**config.mk**
```make
export PLATFORM = sky130hd
export DESIGN_NAME = spatial_gate_fusion_unit
export DESIGN_NICKNAME = d
export VERILOG_FILES = /design/src/rtl/spatial_gate_fusion_unit_pkg.sv /design/src/rtl/spatial_gate_fusion_unit_gate_mul_sat.sv /design/src/rtl/spatial_gate_fusion_unit.sv
export SDC_FILE = /design/constraint.sdc
export NUM_CORES = 1
export LEC_CHECK = 0
export CAP_MARGIN = 10
export CORE_ASPECT_RATIO = 1.4
export CORE_MARGIN = 2
export CORE_UTILIZATION = 35
export CTS_BUF_LIST = sky130_fd_sc_hd__clkbuf_4 sky130_fd_sc_hd__clkbuf_8
export DETAILED_ROUTE_END_ITERATION = 10
export GPL_TIMING_DRIVEN = 0
export PLACE_DENSITY = 0.6
export SKIP_LAST_GASP = 1
export SLEW_MARGIN = 5
export SYNTH_ARGS = -nofsm -noshare
export SYNTH_HDL_FRONTEND = slang
export SYNTH_SLANG_ARGS = --single-unit
```
**constraint.sdc**
```tcl
create_clock -name clk -period 11.55 [get_ports clk]
set_input_delay 1.7325 -clock clk [delete_from_list [all_inputs] [get_ports clk]]
set_output_delay 1.7325 -clock clk [all_outputs]
set_load 0.03 [all_outputs]
```
**src/rtl/spatial_gate_fusion_unit_pkg.sv**
```systemverilog
// Shared types and constants for the spatial gate fusion unit.
package spatial_gate_fusion_unit_pkg;

  typedef enum logic [2:0] {
    S_IDLE,
    S_GATE_RD,
    S_GATE_CAP,
    S_CH_RUN,
    S_DRAIN,
    S_DONE
  } state_e;

  localparam int DEF_DATA_W    = 8;
  localparam int DEF_IN_CH     = 8;
  localparam int DEF_K_DIM     = 3;
  localparam int DEF_IMG_W     = 5;
  localparam int DEF_IMG_H     = 4;
  localparam int DEF_FM_ADDR_W = 10;
  localparam int DEF_GATE_FRAC = 6;

  // Number of kernel positions that fit fully inside the feature map.
  function automatic int calcVp(input int imgH, input int imgW, input int kDim);
    return (imgH - kDim + 1) * (imgW - kDim + 1);
  endfunction

  // Offset from a kernel's top-left corner to its centre tap.
  function automatic int calcKOff(input int kDim);
    return kDim / 2;
  endfunction

  localparam int VP        = calcVp(DEF_IMG_H, DEF_IMG_W, DEF_K_DIM);
  localparam int OUT_COUNT = VP * DEF_IN_CH;
  localparam int K_OFF     = calcKOff(DEF_K_DIM);

endpackage

```
**src/rtl/spatial_gate_fusion_unit_gate_mul_sat.sv**
```systemverilog
// Registered multiply / round-half-up / saturate stage; address and valid
// travel alongside the sample so the write port lines up with the data.
module gate_mul_sat #(
  parameter int DATA_W    = 8,
  parameter int GATE_FRAC = 6,
  parameter int ADDR_W    = 10
) (
  input  logic                     clk,
  input  logic                     rst_n,
  input  logic                     en_i,
  input  logic                     valid_i,
  input  logic [ADDR_W-1:0]        addr_i,
  input  logic signed [DATA_W-1:0] fm_i,
  input  logic signed [DATA_W-1:0] gate_i,
  output logic                     valid_o,
  output logic [ADDR_W-1:0]        addr_o,
  output logic signed [DATA_W-1:0] data_o
);

  // One spare bit so the rounding constant can never overflow the product.
  localparam int PW   = 2 * DATA_W + 1;
  localparam int MAXI = (1 << (DATA_W - 1)) - 1;
  localparam logic signed [PW-1:0] RND  = (GATE_FRAC > 0) ? (PW'(1) << (GATE_FRAC - 1)) : '0;
  localparam logic signed [PW-1:0] MAXV = PW'(MAXI);
  localparam logic signed [PW-1:0] MINV = PW'(-MAXI - 1);

  logic signed [PW-1:0]     prod;
  logic signed [PW-1:0]     rounded;
  logic signed [PW-1:0]     shifted;
  logic signed [DATA_W-1:0] satD;

  logic                     valid_q;
  logic [ADDR_W-1:0]        addr_q;
  logic signed [DATA_W-1:0] data_q;

  // Full-precision product, rounded and clamped back to the sample range.
  always_comb begin
    prod    = PW'(fm_i) * PW'(gate_i);
    rounded = prod + RND;
    shifted = rounded >>> GATE_FRAC;
    if (shifted > MAXV) begin
      satD = MAXV[DATA_W-1:0];
    end else if (shifted < MINV) begin
      satD = MINV[DATA_W-1:0];
    end else begin
      satD = shifted[DATA_W-1:0];
    end
  end

  // Output register; valid is a one-enabled-cycle strobe per sample.
  always_ff @(posedge clk or negedge rst_n) begin
    if (!rst_n) begin
      valid_q <= 1'b0;
      addr_q  <= '0;
      data_q  <= '0;
    end else if (en_i) begin
      valid_q <= valid_i;
      if (valid_i) begin
        addr_q <= addr_i;
        data_q <= satD;
      end
    end
  end

  assign valid_o = valid_q;
  assign addr_o  = addr_q;
  assign data_o  = data_q;

endmodule

```
**src/rtl/spatial_gate_fusion_unit.sv**
```systemverilog
// Walks every valid kernel centre, fetches one gate per pixel and scales all
// channels of the centre feature by it, writing the gated samples out in order.
module spatial_gate_fusion_unit
  import spatial_gate_fusion_unit_pkg::*;
#(
  parameter int DATA_W    = DEF_DATA_W,
  parameter int IN_CH     = DEF_IN_CH,
  parameter int K_DIM     = DEF_K_DIM,
  parameter int IMG_W     = DEF_IMG_W,
  parameter int IMG_H     = DEF_IMG_H,
  parameter int FM_ADDR_W = DEF_FM_ADDR_W,
  parameter int GATE_FRAC = DEF_GATE_FRAC
) (
  input  logic                        clk,
  input  logic                        rst_n,
  input  logic                        i_clk_en,
  input  logic                        i_start,
  output logic                        o_done,
  output logic                        o_busy,
  output logic                        o_fm_rd_en,
  output logic [FM_ADDR_W-1:0]        o_fm_rd_addr,
  input  logic signed [DATA_W-1:0]    i_fm_rd_data,
  output logic [FM_ADDR_W-1:0]        o_gate_rd_addr,
  input  logic signed [DATA_W-1:0]    i_gate_rd_data,
  output logic                        o_out_wr_en,
  output logic [FM_ADDR_W-1:0]        o_out_wr_addr,
  output logic signed [DATA_W-1:0]    o_out_wr_data
);

  localparam int VP_L  = calcVp(IMG_H, IMG_W, K_DIM);
  localparam int OUT_L = VP_L * IN_CH;
  localparam int CH_W  = (IN_CH > 1) ? $clog2(IN_CH) : 1;

  localparam logic [FM_ADDR_W-1:0] ONE_A    = FM_ADDR_W'(1);
  localparam logic [FM_ADDR_W-1:0] KOFF_A   = FM_ADDR_W'(calcKOff(K_DIM));
  localparam logic [FM_ADDR_W-1:0] IMGW_A   = FM_ADDR_W'(IMG_W);
  localparam logic [FM_ADDR_W-1:0] INCH_A   = FM_ADDR_W'(IN_CH);
  localparam logic [FM_ADDR_W-1:0] COL_LAST = FM_ADDR_W'(IMG_W - K_DIM);
  localparam logic [FM_ADDR_W-1:0] PIX_LAST = FM_ADDR_W'(VP_L - 1);
  localparam logic [FM_ADDR_W-1:0] OUT_LAST = FM_ADDR_W'(OUT_L - 1);
  localparam logic [CH_W-1:0]      CH_LAST  = CH_W'(IN_CH - 1);
  localparam logic [CH_W-1:0]      CH_ONE   = CH_W'(1);

  state_e                   state_q, state_d;
  logic [FM_ADDR_W-1:0]     row_q, row_d;
  logic [FM_ADDR_W-1:0]     col_q, col_d;
  logic [FM_ADDR_W-1:0]     pix_q, pix_d;
  logic [CH_W-1:0]          ch_q, ch_d;
  logic signed [DATA_W-1:0] gate_q, gate_d;
  logic                     rdValid_q;
  logic [FM_ADDR_W-1:0]     rdOutAddr_q;

  logic                     fmRdEn;
  logic [FM_ADDR_W-1:0]     fmAddr;
  logic [FM_ADDR_W-1:0]     outAddrNow;
  logic                     mulValid;
  logic [FM_ADDR_W-1:0]     mulAddr;
  logic signed [DATA_W-1:0] mulData;

  assign fmRdEn     = (state_q == S_CH_RUN);
  assign fmAddr     = ((row_q + KOFF_A) * IMGW_A + col_q + KOFF_A) * INCH_A + FM_ADDR_W'(ch_q);
  assign outAddrNow = pix_q * INCH_A + FM_ADDR_W'(ch_q);

  // Sequencer: gate fetch, gate capture, one feature read per channel; the
  // gate only changes two cycles after the previous pixel's last read.
  always_comb begin
    state_d = state_q;
    row_d   = row_q;
    col_d   = col_q;
    pix_d   = pix_q;
    ch_d    = ch_q;
    gate_d  = gate_q;
    unique case (state_q)
      S_IDLE: begin
        if (i_start) begin
          state_d = S_GATE_RD;
          row_d   = '0;
          col_d   = '0;
          pix_d   = '0;
          ch_d    = '0;
        end
      end
      S_GATE_RD: begin
        state_d = S_GATE_CAP;
      end
      S_GATE_CAP: begin
        gate_d  = i_gate_rd_data;
        ch_d    = '0;
        state_d = S_CH_RUN;
      end
      S_CH_RUN: begin
        if (ch_q == CH_LAST) begin
          ch_d = '0;
          if (pix_q == PIX_LAST) begin
            state_d = S_DRAIN;
          end else begin
            state_d = S_GATE_RD;
            pix_d   = pix_q + ONE_A;
            if (col_q == COL_LAST) begin
              col_d = '0;
              row_d = row_q + ONE_A;
            end else begin
              col_d = col_q + ONE_A;
            end
          end
        end else begin
          ch_d = ch_q + CH_ONE;
        end
      end
      S_DRAIN: begin
        if (mulValid && (mulAddr == OUT_LAST)) begin
          state_d = S_DONE;
        end
      end
      S_DONE: begin
        state_d = S_IDLE;
      end
      default: begin
        state_d = S_IDLE;
      end
    endcase
  end

  // State, counters, gate register and the read-return pipeline stage.
  always_ff @(posedge clk or negedge rst_n) begin
    if (!rst_n) begin
      state_q     <= S_IDLE;
      row_q       <= '0;
      col_q       <= '0;
      pix_q       <= '0;
      ch_q        <= '0;
      gate_q      <= '0;
      rdValid_q   <= 1'b0;
      rdOutAddr_q <= '0;
    end else if (i_clk_en) begin
      state_q     <= state_d;
      row_q       <= row_d;
      col_q       <= col_d;
      pix_q       <= pix_d;
      ch_q        <= ch_d;
      gate_q      <= gate_d;
      rdValid_q   <= fmRdEn;
      rdOutAddr_q <= outAddrNow;
    end
  end

  gate_mul_sat #(
    .DATA_W    (DATA_W),
    .GATE_FRAC (GATE_FRAC),
    .ADDR_W    (FM_ADDR_W)
  ) u_gate_mul_sat (
    .clk     (clk),
    .rst_n   (rst_n),
    .en_i    (i_clk_en),
    .valid_i (rdValid_q),
    .addr_i  (rdOutAddr_q),
    .fm_i    (i_fm_rd_data),
    .gate_i  (gate_q),
    .valid_o (mulValid),
    .addr_o  (mulAddr),
    .data_o  (mulData)
  );

  assign o_busy         = (state_q != S_IDLE);
  assign o_done         = (state_q == S_DONE);
  assign o_fm_rd_en     = fmRdEn;
  assign o_fm_rd_addr   = fmRdEn ? fmAddr : '0;
  assign o_gate_rd_addr = pix_q;
  assign o_out_wr_en    = mulValid;
  assign o_out_wr_addr  = mulAddr;
  assign o_out_wr_data  = mulData;

endmodule

```
==> results of run 1 <==
[routing by layer]
| layer | part of all wire (%) | track usage [%] | up-vias |
|---|---|---|---|
| li1 | - | - | 2187 |
| met2 | 54 | 30.5 | 81 |
| met1 | 41 | 19.0 | 2316 |
| met5 | 0 | 0 | - |
| met4 | 2.3 | 5.36 | 0 |
| met3 | 2.5 | 3.13 | 26 |
[stage by stage]
| step | std cells | instance area (sq um) | setup slack (ps) |
|---|---|---|---|
| detailed placement | 917 | 7080 | 4340 |
| CTS | 933 | 7280 | 4720 |
| floorplan | 619 | 6140 | 5430 |
| global placement | 916 | 7050 | 4450 |
| finish | 933 | 7280 | 4730 |
| global route | 933 | 7280 | 4390 |
[layout make-up]
cell class,instances,area [sq um]
fillers,1692,9980
repair buffers,62,636
inverters,85,322
flip-flops and latches,71,1780
well taps,236,295
clock buffers,9,124
clock inverters,7,80.1
multi-input cells,449,3980
plain buffers,14,67.6
[synthesized netlist by cell type (2+ instances only)]
cell type	number	share of area, %
sky130_fd_sc_hd__a21oi_1	20	1.6
sky130_fd_sc_hd__nand4_1	6	0.61
sky130_fd_sc_hd__a31oi_1	3	0.31
sky130_fd_sc_hd__ha_1	43	8.8
sky130_fd_sc_hd__nor2b_1	8	0.82
sky130_fd_sc_hd__nor3_1	9	0.73
sky130_fd_sc_hd__buf_1	2	0.12
sky130_fd_sc_hd__xor2_1	13	1.9
sky130_fd_sc_hd__inv_1	84	5.1
sky130_fd_sc_hd__a221o_1	2	0.33
sky130_fd_sc_hd__nand2b_1	8	0.82
sky130_fd_sc_hd__buf_2	3	0.24
sky130_fd_sc_hd__nor2_1	27	1.7
sky130_fd_sc_hd__clkbuf_1	7	0.43
sky130_fd_sc_hd__and2_1	48	4.9
sky130_fd_sc_hd__o22ai_1	3	0.31
sky130_fd_sc_hd__and3_1	9	0.92
sky130_fd_sc_hd__or2_1	2	0.20
sky130_fd_sc_hd__fa_1	61	20
sky130_fd_sc_hd__a21o_1	3	0.37
sky130_fd_sc_hd__a32o_1	2	0.33
sky130_fd_sc_hd__o41ai_1	3	0.43
sky130_fd_sc_hd__nand2_1	52	3.2
sky130_fd_sc_hd__nand3_1	10	0.82
sky130_fd_sc_hd__mux2_2	30	5.5
sky130_fd_sc_hd__o21ai_0	32	2.6
sky130_fd_sc_hd__nor4_1	3	0.31
sky130_fd_sc_hd__dfrtp_1	71	29
sky130_fd_sc_hd__or3_1	4	0.41
sky130_fd_sc_hd__xnor2_1	22	3.1
sky130_fd_sc_hd__o31ai_1	4	0.49
sky130_fd_sc_hd__a221o_2	5	0.92
[logic make-up after synthesis]
group                    count (synthesis)  share of synthesized area [%]
adder cells (fa/ha/maj)                104                           28.7
AO/OA/AOI/OAI                           87                           9.23
flip-flops                              71                           28.9
AND/OR/NAND/NOR                        192                           16.2
buffers and inverters                   99                           6.34
XOR/XNOR                                35                           4.99
multiplexers                            31                           5.67
[state kept, by name, summed over array words and instances, names as in the netlist]
signal / flops
o_gate_rd_addr: 10
row_q: 7
u_gate_mul_sat.addr_o: 10
gate_q: 8
ch_q: 3
u_gate_mul_sat.valid_o: 1
rdOutAddr_q: 10
rdValid_q: 1
state_q: 3
col_q: 10
u_gate_mul_sat.data_o: 8
[worst max path at each step]
stage / start / endpoint / slack (ps) / depth (start not counted)
after global routing: i_fm_rd_data[7] / u_gate_mul_sat.data_o[6] / 4390 / 19
after detailed placement: i_fm_rd_data[7] / u_gate_mul_sat.data_o[2] / 4340 / 19
after global placement: i_fm_rd_data[7] / u_gate_mul_sat.data_o[2] / 4450 / 19
after floorplan: i_fm_rd_data[7] / u_gate_mul_sat.data_o[0] / 5430 / 19
after CTS: i_fm_rd_data[7] / u_gate_mul_sat.data_o[2] / 4720 / 19
final: i_fm_rd_data[7] / u_gate_mul_sat.data_o[5] / 4730 / 19
==> flow_metrics.tcl, run 1 <==
set metrics [dict create \
    layout_common_cells "84 x sky130_fd_sc_hd__inv_1, 71 x sky130_fd_sc_hd__dfrtp_1, 61 x sky130_fd_sc_hd__fa_1" \
    synth_sequential_area_ratio_pct 28.9 \
    hold_path_depth 1 \
    synth_edf_count 0 \
    drt_pass1_iterations 6 \
    setup.worst_path.start_class "primary input" \
    cts_inserted_buffers 9 \
    achievable-frequency_mhz 147 \
    rows 57 \
    io_buffers 61 \
    worst_clock_skew_ps 17.2 \
    detailedRoute.firstIterationViolations 179 \
    clk_root_buffer_cell "sky130_fd_sc_hd__clkbuf_8" \
    synthesis.area_sq_um 6140 \
    max_slew_violation_total_from_the_final_report 0 \
    post_synth_inst_count 619 \
    r2r-start "gate_q[3]" \
    cpMaxStageDelayCell "sky130_fd_sc_hd__clkdlybuf4s50_1" \
    cpLargestDelayFamily "adder cells" \
    detail_route.wirelength_um 14200 \
    whs_ps 505 \
    via_count 4610 \
    cp-end-kind "flip-flop" \
    timing.final.setup_violations 0 \
    tritoncts "yes" \
    setup.worst_path.class "primary input to flip-flop" \
    drv.max_cap_violation_count 0 \
    timing.critical_path.fanout_max 8 \
    clk-insertion-delay-late_ps 370 \
    cts_hold_repair.buffers 0 \
    detailed_place_hpwl_um 11500 \
    layout.cells.most_common "sky130_fd_sc_hd__inv_1" \
    period_needed_ps 6820 \
    area_delta_synth_final_pct 18.6 \
    coreArea_sq_um 17300 \
    drc_errors 0 \
    first_global_vias 5035 \
    timing.reg2reg.setup_slack_ps 6190 \
    cts.repair_timing.setup_buffer_count 0 \
    final_antenna_net_count 0 \
    worst-r2r-cell-count 18 \
    postSynthRegisterBits 71 \
    post_synth_net_total 743 \
    unrepaired_setup_endpoints_after_global_routing "no" \
    holdPathEnd "u_gate_mul_sat.addr_o[4]" \
    timing.rr.end "u_gate_mul_sat.data_o[5]" \
    critical-path-max-stage-delay_ps 630 \
    effective_utilization_at_floorplan_pct 35.6 \
    grt_antenna_before_repair 0 \
    grtUsageTotal_pct 16.6 \
    min_period_over_period_pct 59.0 \
    totalNegativeSetupSlack_ps 0 \
    post_cts.resized_instances 0 \
    synth_async_sr_flop_share_pct 100 \
    yosys_most_used_dff "sky130_fd_sc_hd__dfrtp_1" \
    ys.warnings.count 0 \
    route.detailed.wl_per_inst_um 15.3 \
    crit_chain "clkdlybuf4s50_1 -> and2_1 -> inv_1 -> fa_1 -> inv_1 -> fa_1 -> fa_1 -> inv_1 -> fa_1 -> inv_1 -> ha_1 -> and4_1 -> a21oi_1 -> o211ai_2 -> a31oi_1 -> o21a_1 -> xnor2_1 -> a21oi_1 -> a221o_2" \
    crit_buf_inv 5 \
    clkTransAtPathRegs_ps 100 \
    fp.dieArea_sq_um 18600 \
    dieWidth_um 116 \
    critical_path_arrival_ps 7120 \
    maximum_number_of_pins_on_one_net_before_global_route_repair 48 \
    synthesis.area_per_instance_sq_um 9.92 \
    first_pass_grt_wire_length_um 24300 \
    final_weighted_congestion_of_routability_driven_global_placement 0.827 \
    max_slew.worst_pin.slew_ps 1040 \
    cp.required_ps 11850 \
    cts.sink_count 71 \
    finalHoldViolCount 0 \
    ioPinCount 62 \
    slew_headroom_pct 29.9 \
    post_synth_num_cell_types 52 \
    hp-start "rdOutAddr_q[4]" \
    post_route_cells_drive_above_1_share_pct 9.18 \
    finalNetCount 816 \
    via_per_inst 4.94 \
    worst_hold_path_type "flip-flop to flip-flop" \
    antenna-diode-count 0 \
    run_status "finished clean" \
    final_core_utilization_pct 42.2 \
    htree_levels 3 \
    gr-total-overflow 0 \
    die_h_um 161 \
    cts.path.max_buffers 2 \
]
Power of run 1 is left out: the tool's default activity adds up to more than one toggle a clock period on the data nets, which glitch-free logic cannot reach.
==> inputs of run 2 (changes only) <==
- PLACE_DENSITY: 0.6 -> 0.62
- clock period: 11.55 -> 5.8 ns (I/O delays scaled with it)
==> run 2 against run 1 <==
Effect of this change: core utilization increased by 0.065 points; worst setup slack got worse by 4500 ps; sequential cell count unchanged; register-to-register slack got worse by 5700 ps; worst hold slack worse by 130 ps; clock-buffer cell count did not move; critical path depth stayed put; global-route usage down 0.80 points; non-clock buffer count rose by 1; critical path type unchanged.
==> flow_metrics.tcl, run 2 (synthesized netlist as in run 1, its figures left out) <==
set metrics [dict create \
    worst_clock_skew_ps 14.7 \
    max_slew.worst_pin.slew_ps 1050 \
    dpl_worst_slack_ps -590 \
    unrepaired_setup_endpoints_after_global_routing "no" \
    timing.final.setup_violations 0 \
    first_pass_grt_wire_length_um 23100 \
    max_slew_violation_total_from_the_final_report 0 \
    dieWidth_um 116 \
    cp-end-kind "flip-flop" \
    final.setup.worst_slack_ps 208 \
    die_h_um 161 \
    drt_pass1_iterations 4 \
    clkTransAtPathRegs_ps 100 \
    layout_common_cells "84 x sky130_fd_sc_hd__inv_1, 71 x sky130_fd_sc_hd__dfrtp_1, 61 x sky130_fd_sc_hd__fa_1" \
    final_weighted_congestion_of_routability_driven_global_placement 0.771 \
    layout.cells.most_common "sky130_fd_sc_hd__inv_1" \
    detailed_place_hpwl_um 10800 \
    ioPinCount 62 \
    antenna-diode-count 0 \
    area_delta_synth_final_pct 18.7 \
    cts.sink_count 71 \
    final_antenna_net_count 0 \
    grtUsageTotal_pct 15.8 \
    finalHoldViolCount 0 \
    coreArea_sq_um 17300 \
    achievable-frequency_mhz 179 \
    setup.worst_path.class "primary input to flip-flop" \
    io_buffers 61 \
    htree_levels 3 \
    critical_path_arrival_ps 5850 \
    cts.path.max_buffers 2 \
    fp.dieArea_sq_um 18600 \
    rows 57 \
    clk-insertion-delay-late_ps 370 \
    post_route_cells_drive_above_1_share_pct 10.0 \
    cts_inserted_buffers 9 \
    crit_chain "clkdlybuf4s15_1 -> and2_1 -> fa_1 -> fa_1 -> fa_1 -> inv_1 -> fa_1 -> inv_1 -> ha_1 -> and4_1 -> a21oi_1 -> o211ai_2 -> and2_1 -> buf_6 -> o41ai_2 -> a211o_1 -> a211oi_4 -> buf_4 -> a221o_2" \
    via_count 4483 \
    gr-total-overflow 0 \
    detailedRoute.firstIterationViolations 205 \
    timing.critical_path.fanout_max 8 \
    tritoncts "yes" \
    via_per_inst 4.80 \
    run_status "finished clean" \
    route.detailed.wl_per_inst_um 14.5 \
    worst_hold_path_type "primary input to asynchronous set/reset pin" \
    cpMaxStageDelayCell "sky130_fd_sc_hd__fa_1" \
    effective_utilization_at_floorplan_pct 35.6 \
    setup.worst_path.start_class "primary input" \
    final_core_utilization_pct 42.2 \
    detail_route.wirelength_um 13600 \
    critical-path-max-stage-delay_ps 560 \
    drv.max_cap_violation_count 0 \
    grt_antenna_before_repair 0 \
    clk_root_buffer_cell "sky130_fd_sc_hd__clkbuf_8" \
    period_needed_ps 5590 \
    drc_errors 0 \
    first_global_vias 4618 \
    critPathMostFrequentCell "sky130_fd_sc_hd__fa_1" \
    min_period_over_period_pct 96.4 \
    slew_headroom_pct 28.8 \
    maximum_number_of_pins_on_one_net_before_global_route_repair 55 \
    cp.required_ps 6060 \
    finalNetCount 817 \
]
[run 2: layer usage]
layer | share of wire [%] | GRT usage [%]
met1 | 44 | 20.3
met2 | 51 | 27.3
met5 | 0 | 0
met3 | 3.0 | 1.96
met4 | 1.7 | 4.98
[run 2: through the flow]
stage / setup TNS [ps] / std cells / hold slack, ps / area (sq um)
floorplan: 0 / 619 / 468 / 6140
global placement: -3770 / 916 / 486 / 7050
detailed placement: -4180 / 917 / 493 / 7080
CTS: 0 / 934 / 371 / 7270
global route: 0 / 934 / 386 / 7290
finish: 0 / 934 / 375 / 7290
[run 2: layout make-up]
cell class / count / area [sq um]
Fill cell: 1726 / 9970
Multi-Input combinational cell: 449 / 4000
Sequential cell: 71 / 1780
Timing Repair Buffer: 63 / 642
Inverter: 85 / 322
Tap cell: 236 / 295
Clock buffer: 9 / 124
Buffer: 14 / 67.6
Clock inverter: 7 / 65.1
[run 2: path summary, 6_finish.rpt]
| check | startpoint | endpoint | slack (ps) | cells past startpoint |
|---|---|---|---|---|
| hold / removal | rst_n | row_q[3] | 380 | 1 |
| hold reg to reg | rdOutAddr_q[3] | u_gate_mul_sat.addr_o[3] | 510 | 1 |
| setup / recovery | i_fm_rd_data[5] | u_gate_mul_sat.data_o[2] | 210 | 19 |
| setup reg to reg | gate_q[3] | u_gate_mul_sat.data_o[2] | 460 | 20 |
| max in group asynchronous | rst_n | col_q[2] | 4880 | 2 |
| min in group clk | rdOutAddr_q[3] | u_gate_mul_sat.addr_o[3] | 510 | 1 |
[run 2: worst max-delay path, delay by kind of cell]
family	cells	cell delay (ps)
AND/OR/NAND/NOR	3	650
buffers and inverters	5	740
adder cells (fa/ha/maj)	5	2450
AO/OA/AOI/OAI	6	1140
[run 2: repair_timing]
action | in CTS | in global routing
hold buffers | 0 | 0
pin swaps | 1 | 0
endpoints found under the setup margin | 7 | 7
gates resized for setup | 6 | 9
buffers inserted | 1 | 0
Power of run 2 is left out for the same reason.
==> inputs of run 3 (changes only) <==
- SETUP_SLACK_MARGIN: not set -> 0.1
==> run 3 against run 2 <==
Effect of this change: global-route usage unchanged; non-clock buffer count stayed put; clock-buffer cell count unchanged; via count about the same; fmax increased by 2.0%; critical path depth stayed put; clock skew grew 1.1 ps; highest routed layer unchanged; sequential cell count unchanged; core utilization decreased by 0.073 points.
==> flow_metrics.tcl, run 3 (synthesized netlist as in run 1, its figures left out) <==
set metrics [dict create \
    post_route_cells_drive_above_1_share_pct 10.3 \
    period_needed_ps 5480 \
    min_period_over_period_pct 94.5 \
    cp.required_ps 6060 \
    max_slew_violation_total_from_the_final_report 0 \
    grt_busiest_layer "met2" \
    cts_inserted_buffers 9 \
    effective_utilization_at_floorplan_pct 35.6 \
    met2_usage_pct 27.3 \
    drv.max_cap_violation_count 0 \
    first_global_vias 4618 \
    achievable-frequency_mhz 182 \
    finalHoldViolCount 0 \
    coreArea_sq_um 17300 \
    worst_hold_path_type "primary input to asynchronous set/reset pin" \
    tritoncts "yes" \
    ioPinCount 62 \
    clk_root_buffer_cell "sky130_fd_sc_hd__clkbuf_8" \
    cpMaxStageDelayCell "sky130_fd_sc_hd__fa_1" \
    dpl.cell_count 917 \
    grt_antenna_before_repair 0 \
    layout.cells.most_common "sky130_fd_sc_hd__inv_1" \
    fp.dieArea_sq_um 18600 \
    worst_clock_skew_ps 15.8 \
    unrepaired_setup_endpoints_after_global_routing "no" \
    setup.worst_path.class "primary input to flip-flop" \
    grtUsageTotal_pct 15.8 \
    drt_pass1_iterations 4 \
    run_status "finished clean" \
    crit_buf_inv 5 \
    whs_ps 378 \
    critical_path_arrival_ps 5740 \
    clkTransAtPathRegs_ps 100 \
    layout_common_cells "84 x sky130_fd_sc_hd__inv_1, 71 x sky130_fd_sc_hd__dfrtp_1, 61 x sky130_fd_sc_hd__fa_1" \
    finalNetCount 817 \
    timing.critical_path.fanout_max 8 \
    antenna-diode-count 0 \
    timing.final.setup_violations 0 \
    via_count 4487 \
    clk-insertion-delay-late_ps 370 \
    layoutNonFillerInstCount 934 \
    slew_headroom_pct 28.8 \
    detailed_place_hpwl_um 10800 \
    crit_chain "dlygate4sd2_1 -> and2_1 -> fa_1 -> fa_1 -> fa_1 -> inv_1 -> fa_1 -> inv_1 -> ha_1 -> and4_1 -> a21oi_2 -> o211ai_2 -> and2_1 -> buf_6 -> o41ai_2 -> a211o_1 -> a211oi_4 -> buf_4 -> a221o_2" \
    area_delta_synth_final_pct 18.5 \
    timing.rr.end "u_gate_mul_sat.data_o[2]" \
    first_pass_grt_wire_length_um 23100 \
    critical-path-max-stage-delay_ps 560 \
    cts.sink_count 71 \
    maximum_number_of_pins_on_one_net_before_global_route_repair 55 \
    setup.worst_path.start_class "primary input" \
    globalRouteMet1Util_pct 20.3 \
    cpLargestDelayFamily "adder cells" \
    rows 57 \
    max_slew.worst_pin.slew_ps 1050 \
    critPathMostFrequentCell "sky130_fd_sc_hd__fa_1" \
    worst-r2r-cell-count 20 \
    final_weighted_congestion_of_routability_driven_global_placement 0.771 \
    cts_hold_repair.buffers 0 \
    grt_util_met3_pct 1.96 \
    dieWidth_um 116 \
    htree_levels 3 \
    gr-total-overflow 0 \
    detailedRoute.firstIterationViolations 168 \
    cts.path.max_buffers 2 \
    r2r-start "gate_q[3]" \
    timing.reg2reg.setup_slack_ps 530 \
    route.detailed.wl_per_inst_um 14.6 \
    io_buffers 61 \
    via_per_inst 4.80 \
    die_h_um 161 \
    cp-end-kind "flip-flop" \
    final_antenna_net_count 0 \
    detail_route.wirelength_um 13600 \
    drc_errors 0 \
]
==> run 3: timing repair <==
item	CTS	global route
buffers inserted	1	0
gates resized for setup	10	7
pin swaps	1	1
hold endpoints to repair	0	0
endpoints found under the setup margin	7	7
==> run 3: worst max-delay path by stage <==
stage / from / to / slack, ps / depth (start not counted)
finish: i_fm_rd_data[4] / u_gate_mul_sat.data_o[2] / 320 / 19
global route: i_fm_rd_data[6] / u_gate_mul_sat.data_o[2] / 100 / 20
CTS: i_fm_rd_data[7] / u_gate_mul_sat.data_o[2] / 120 / 21
detailed placement: i_fm_rd_data[7] / u_gate_mul_sat.data_o[2] / -590 / 19
global placement: i_fm_rd_data[7] / u_gate_mul_sat.data_o[0] / -530 / 19
floorplan: i_fm_rd_data[7] / u_gate_mul_sat.data_o[0] / 540 / 19
==> run 3: cell type report <==
class                           count  area (sq um)
Timing Repair Buffer               63           626
Multi-Input combinational cell    449          4000
Inverter                           85           322
Clock buffer                        9           124
Tap cell                          236           295
Clock inverter                      7          65.1
Buffer                             14          67.6
Sequential cell                    71          1780
Fill cell                        1730          9980
==> run 3: layer usage <==
layer	routed length (um)	part of all wire, %
met5	0	0
met4	226	1.7
met3	435	3.2
met2	6940	51
met1	6010	44
==> run 3: through the flow <==
| step | setup TNS (ps) | area (sq um) | setup slack [ps] | util, % |
|---|---|---|---|---|
| after floorplan | 0 | 6140 | 541 | - |
| after global routing | 0 | 7280 | 97.1 | 42.2 |
| final | 0 | 7280 | 316 | 42.2 |
| after detailed placement | -4180 | 7080 | -590 | 41.0 |
| after global placement | -3770 | 7050 | -526 | 40.8 |
| after CTS | 0 | 7270 | 115 | 42.1 |
Power of run 3 is left out for the same reason.
